**src/rtl/rv_pkg.sv**
```systemverilog
// Shared RV32I core types: next-PC select encoding, fetch FSM states and
// the canonical NOP. The control unit's PCSrc output uses pc_src_t.
package rv_pkg;

  typedef enum logic [1:0] {
    PC_PLUS4  = 2'b00,
    PC_BRANCH = 2'b01,
    PC_JALR   = 2'b10
  } pc_src_t;

  typedef enum logic [1:0] {
    IDLE  = 2'b00,
    FETCH = 2'b01,
    HOLD  = 2'b10,
    FAULT = 2'b11
  } fetch_state_t;

  // addi x0, x0, 0
  localparam logic [31:0] NOP_INSTR = 32'h0000_0013;

endpackage

```
**src/rtl/next_pc_gen.sv**
```systemverilog
// Combinational next-PC target mux with alignment handling.
// FETCH_MISALIGN_TRAP_EN defined: the raw target is passed through and a
// misaligned flag is exported. Undefined: the target is forced word-aligned.
module next_pc_gen
  import rv_pkg::*;
(
  input  logic [31:0] pc,
  input  logic [1:0]  pc_src,
  input  logic [31:0] imm_ext,
  input  logic [31:0] alu_result,
  output logic [31:0] pc_plus4,
  output logic [31:0] next_pc
`ifdef FETCH_MISALIGN_TRAP_EN
  ,
  output logic        misaligned
`endif
);

  logic [31:0] target;

  assign pc_plus4 = pc + 32'd4;

  // Select the raw target; the reserved encoding falls back to sequential flow.
  always_comb begin
    target = pc_plus4;
    case (pc_src_t'(pc_src))
      PC_BRANCH: target = pc + imm_ext;
      PC_JALR:   target = alu_result & ~32'h1;
      default:   target = pc_plus4;
    endcase
  end

`ifdef FETCH_MISALIGN_TRAP_EN
  assign next_pc    = target;
  assign misaligned = |target[1:0];
`else
  assign next_pc    = target & ~32'h3;
`endif

endmodule

```
**src/rtl/fetch_unit.sv**
```systemverilog
// Instruction fetch stage: PC register, imem req/ack handshake and a held
// instruction register presented to execute with a valid/ready handshake.
// Optional feature macro: FETCH_MISALIGN_TRAP_EN (sticky fault on a
// misaligned next-PC target instead of silently aligning it).
module fetch_unit
  import rv_pkg::*;
#(
  parameter logic [31:0] RESET_PC = 32'h0000_0000
) (
  input  logic        clk,
  input  logic        rst,
  output logic        imem_req,
  output logic [31:0] imem_addr,
  input  logic        imem_ack,
  input  logic [31:0] imem_rdata,
  output logic [31:0] instr,
  output logic        instr_valid,
  input  logic        instr_ready,
  output logic [31:0] pc,
  output logic [31:0] pc_plus4,
  input  logic [1:0]  pc_src,
  input  logic [31:0] imm_ext,
  input  logic [31:0] alu_result,
  output logic        fetch_fault
);

  fetch_state_t state;
  logic [31:0]  next_pc;

`ifdef FETCH_MISALIGN_TRAP_EN
  logic misaligned;
  logic fault_q;
`endif

  next_pc_gen u_next_pc_gen (
    .pc         (pc),
    .pc_src     (pc_src),
    .imm_ext    (imm_ext),
    .alu_result (alu_result),
    .pc_plus4   (pc_plus4),
    .next_pc    (next_pc)
`ifdef FETCH_MISALIGN_TRAP_EN
    ,
    .misaligned (misaligned)
`endif
  );

  assign imem_addr = pc;

`ifdef FETCH_MISALIGN_TRAP_EN
  assign fetch_fault = fault_q;
`else
  assign fetch_fault = 1'b0;
`endif

  // Fetch FSM with registered handshake outputs, PC and instruction register.
  // NOTE: all state here uses <= so every register samples pre-edge values.
  always_ff @(posedge clk) begin
    // NOTE: reset is synchronous; it overrides any ack seen on the same edge.
    if (rst) begin
      state       <= IDLE;
      pc          <= RESET_PC;
      instr       <= NOP_INSTR;
      imem_req    <= 1'b0;
      instr_valid <= 1'b0;
`ifdef FETCH_MISALIGN_TRAP_EN
      fault_q     <= 1'b0;
`endif
    end else begin
      case (state)
        IDLE: begin
          state    <= FETCH;
          imem_req <= 1'b1;
        end
        FETCH: begin
          if (imem_ack) begin
            instr       <= imem_rdata;
            imem_req    <= 1'b0;
            instr_valid <= 1'b1;
            state       <= HOLD;
          end
        end
        HOLD: begin
          if (instr_ready) begin
            pc          <= next_pc;
            instr_valid <= 1'b0;
`ifdef FETCH_MISALIGN_TRAP_EN
            if (misaligned) begin
              fault_q <= 1'b1;
              state   <= FAULT;
            end else begin
              imem_req <= 1'b1;
              state    <= FETCH;
            end
`else
            imem_req <= 1'b1;
            state    <= FETCH;
`endif
          end
        end
`ifdef FETCH_MISALIGN_TRAP_EN
        FAULT: begin
          state <= FAULT;
        end
`endif
        default: begin
          state    <= IDLE;
          imem_req <= 1'b0;
        end
      endcase
    end
  end

endmodule

```
**config.mk**
```make
export PLATFORM = sky130hd
export DESIGN_NAME = fetch_unit
export DESIGN_NICKNAME = d
export VERILOG_FILES = /design/src/rtl/rv_pkg.sv /design/src/rtl/next_pc_gen.sv /design/src/rtl/fetch_unit.sv
export SDC_FILE = /design/constraint.sdc
export NUM_CORES = 1
export LEC_CHECK = 0
export ABC_CLOCK_PERIOD_IN_PS = 3010
export CAP_MARGIN = 25
export CORE_ASPECT_RATIO = 1.1
export CORE_UTILIZATION = 60
export CTS_CLUSTER_SIZE = 24
export DETAILED_ROUTE_END_ITERATION = 12
export DONT_BUFFER_PORTS = 1
export PLACE_DENSITY = 0.83
export SYNTH_ARGS = -nofsm -noshare
export SYNTH_HDL_FRONTEND = slang
export SYNTH_HIERARCHICAL = 1
export SYNTH_SLANG_ARGS = --single-unit
```
**constraint.sdc**
```tcl
create_clock -name clk -period 3.01 [get_ports clk]
set_clock_uncertainty 0.05 [all_clocks]
set_input_delay 0.7525 -clock clk [delete_from_list [all_inputs] [get_ports clk]]
set_output_delay 0.7525 -clock clk [all_outputs]
set_load 0.01 [all_outputs]
```
==> impl_summary.txt, run 1 <==
----------------------------------------------------
[Setup path]
  Peak per-stage delay on the critical path ... about 350 ps
  Cell type with the highest occurrence count on the critical path ... nand4_1
  Data required time at the worst endpoint ... between 2000 and 2500 ps
  Critical path data arrival time ... approximately 2100 ps
  Worst path cell trace ... and4_4 > and3_4 > nand4_1 > nor2_4 > nand4_1 > xnor2_2
  Highest fanout seen on the critical path ... 4
  CP startpoint kind ... flop
  Critical path class ... flop to primary output
  Critical path capture point type ... primary output
  Slowest cell on the critical path ... dfxtp_2
  Buffers and inverters on the worst path ... 0
  CP delay by family, top ... simple AND/OR/NAND/NOR gates

[Yosys]
  Mean Syn Cell Area ... about 8.3 µm²
  Portion of synthesized cell area occupied by the leading cell type ... 22.6%
  Flop and latch count out of synthesis ... between 60 and 70
  Top cell types by occurrence after synthesis ... nand2b_1, dfxtp_1, mux2i_1
  Number of enable flip-flop cells after synthesis ... 0
  Unique cell type count in the Yosys netlist ... 60
  Count of mapped cells out of synthesis ... roughly 720
  Synth Flop Type ... dfxtp_1
  Fraction of synthesis flops using an asynchronous set or reset pin ... 0%
  Yosys warnings ... 6
  Most area-consuming cells after synthesis ... dfxtp_1, nand2b_1, mux2i_1, ha_1, xnor2_1
  Cell area after synthesis ... just under 6000 µm²
  Part of the Yosys area used for sequential elements ... a little under a quarter
  Most common cell in the synthesized netlist ... nand2b_1
  Post-synth top area cell ... dfxtp_1

[Global routing]
  All-Layer GR Usage ... between 20% and 30%
  Number of antenna violations at the first check in global routing ... 0
  Congestion Overflow GR ... 0
  Via count of the first global-routing pass ... 4931
  Maximum number of pins on one net before global-route repair ... 132
  First-pass GRT wire length ... ~24000 µm

[Routing]
  Number of search-and-repair iterations in the first detailed-routing pass ... 5
  Detailed-route DRC error count ... 0
  DR iter-0 viols ... ~280
  Number of nets with antenna violations after routing ... 0
  Avg Vias per Cell ... 6.19
  Total vias in the final route ... around 5100
  Routed WL ... 15400 µm
  Mean routed wirelength per cell ... roughly 19 µm

[Placed design]
  Final HPWL DP ... 11600 µm
  Worst setup slack after placement ... -7.26 ps
  Buffers added on ports ... 0
  Final GP Congestion ... 0.949
  Cell area after placement ... approximately 5900 µm²

[Timing]
  Final Worst Setup Slack ... 98.8 ps
  Least-Margin Pin Slew ... between 900 and 1000 ps
  Pins Over Slew Limit ... 0
  Final hold viol count ... 0
  Highest Clock Rate ... around 340 MHz
  Aggregate negative setup slack ... 0 ps
  Shortest period the worst path allows ... around 2900 ps
  Hold slack final ... between 400 and 500 ps
  Setup repair after global routing missed its margin ... no
  Ratio of final minimum period to clock period ... just under 100%
  Number of endpoints failing setup at the final stage ... 0
  Slew HR ... between 30% and 40%

[Clocking]
  TritonCTS Sinks ... between 60 and 70
  Clock tree from TritonCTS ... built
  Number of hold buffers added after cts ... 0
  Clock transition at the register clock pins on the worst setup and hold paths after CTS ... 80 ps
  Number of levels the H-tree was split into ... 3
  Clock buffers created by TritonCTS ... 9
  Clk Latency, worst-skew pair ... 350 ps
  CTS max path bufs ... 2
  CTS root buf ... clkbuf_8

[Finish]
  Sequential cell area in the final layout ... 1350 µm²
  Fillcell total ... between 700 and 800
  Number of antenna repair diodes ... 0
  Nets ... ~830
  Footprint of the multi-input gates ... 4090 µm²
  Post-route design area ... roughly 6200 µm²
  Share of cells above drive strength 1 ... 13.9%
  Layout overhead on the synthesized area ... 4.80%

[Outcome]
  Status ... complete, no violations

[Floorplanning]
  Die footprint ... ~10000 µm²
  Starting density of the core ... 62.4%
  Site Rows ... 37
  Placeable core area ... between 9000 and 10000 µm²
  Vertical extent of the die ... roughly 110 µm
  Floorplan die width ... between 90 and 100 µm
  Number of ports placed on the die boundary ... ~230

[Power]
  Static leakage ... 2.48 nW
  Overall power after layout ... 2.13 mW
  Worst supply voltage drop on vdd ... approximately 0.27 mV
  Power density normalized to cell area ... 344 nW/µm²

[Worst hold path]
  Class of the tightest hold or removal check ... input pin to flop

[Job]
  Max-cap violations ... 0

----------------------------------------------------
state kept, by name (all words and copies together), names as in the netlist:
register	cells
instr	32
imem_addr	32
state	2
instr_valid	1
timing repair:
| item | in CTS | in global routing |
|---|---|---|
| pin swaps | 1 | 5 |
| setup endpoints to repair | 7 | 11 |
| setup buffers | 0 | 1 |
| resized for setup | 7 | 18 |
metrics by stage:
step | std cells | util (%)
global route | 820 | 65.4
detailed placement | 803 | 61.9
global placement | 803 | 61.9
CTS | 819 | 64.6
floorplan | 718 | -
finish | 820 | 65.4
placed cells by master (no fill, tap or decap), drive strengths merged, types with 4 or more instances in the layout:
| cell | synthesis | routed |
|---|---|---|
| a21o | 12 | 12 |
| a21oi | 40 | 40 |
| a221oi | 10 | 10 |
| a22oi | 14 | 14 |
| a31oi | 6 | 6 |
| and3 | 7 | 7 |
| and4 | 4 | 4 |
| buf | 52 | 47 |
| clkbuf | 25 | 11 |
| dfxtp | 67 | 67 |
| ha | 33 | 33 |
| inv | 12 | 13 |
| mux2i | 64 | 64 |
| nand2 | 39 | 39 |
| nand2b | 125 | 125 |
| nand3 | 13 | 13 |
| nand4 | 16 | 16 |
| nor2 | 40 | 40 |
| nor2b | 4 | 4 |
| nor3 | 6 | 6 |
| o21a | 4 | 4 |
| o21ai | 32 | 32 |
| xnor2 | 35 | 35 |
| xor2 | 24 | 24 |
power breakdown:
part	leakage (nW)	switching (mW)	internal (mW)
combinational	1.83	0.197	0.166
sequential	0.546	0.0384	0.917
clock	0.106	0.385	0.431
total	2.48	0.621	1.51
path summary, 6_finish.rpt:
check | start | end | slack (ps) | depth (start not counted)
max | imem_addr[12] | pc_plus4[26] | 100 | 6
min | rst | state[0] | 470 | 1
max reg2reg | imem_addr[2] | imem_addr[25] | 190 | 12
min reg2reg | instr[10] | instr[10] | 470 | 2
layout make-up:
type                       instances  share of cell area [%]
timing repair buffer              47                    5.89
sequential                        67                    21.7
tap                              117                    2.36
multi-input combinational        561                    65.9
inverter                          12                   0.726
clock buffer                      11                    2.44
clock inverter                     5                   0.968
cell families after synthesis:
family / count (synthesis) / synth area share (%)
other: 2 / 0.127
muxes: 64 / 10.8
DFF: 67 / 22.6
and+or+nand+nor: 261 / 24.3
AOI/OAI and AO/OA: 141 / 16.3
xor gates and xnor gates: 59 / 8.72
buffers and inverters: 90 / 10.1
adders and majority gates: 33 / 6.97
worst register-to-register path: stages (launching register included):
cell	delay, ps
dfxtp_2	340
buf_4	160
ha_1	330
a21oi_1	310
a211oi_4	130
o211ai_1	270
a2111oi_2	120
nor3_1	450
o21ai_2	90
xnor2_1	140
o21ai_1	120
nand2b_1	70
mux2i_1	150
per-layer routing:
layer | wire length (µm) | share of wire [%] | vias up | GRT usage [%]
met5 | 0 | 0 | - | 0
met3 | 1250 | 8.1 | 36 | 8.68
met2 | 7640 | 50 | 241 | 52.1
li1 | - | - | 2411 | -
met1 | 6110 | 40 | 2386 | 31.2
met4 | 425 | 2.8 | 0 | 11.2
Note: power is estimated with default switching activity, not from simulation.
==> inputs of run 2 (changes only) <==
--- a/config.mk
+++ b/config.mk
@@ -9,6 +9,7 @@
 export CAP_MARGIN = 25
 export CORE_ASPECT_RATIO = 1.1
 export CORE_UTILIZATION = 60
+export CTS_BUF_LIST = sky130_fd_sc_hd__clkbuf_8 sky130_fd_sc_hd__clkbuf_16
 export CTS_CLUSTER_SIZE = 24
 export DETAILED_ROUTE_END_ITERATION = 12
 export DONT_BUFFER_PORTS = 1
==> results of run 2 <==
The final DEF is identical to that of run 1; final timing and power are the same.
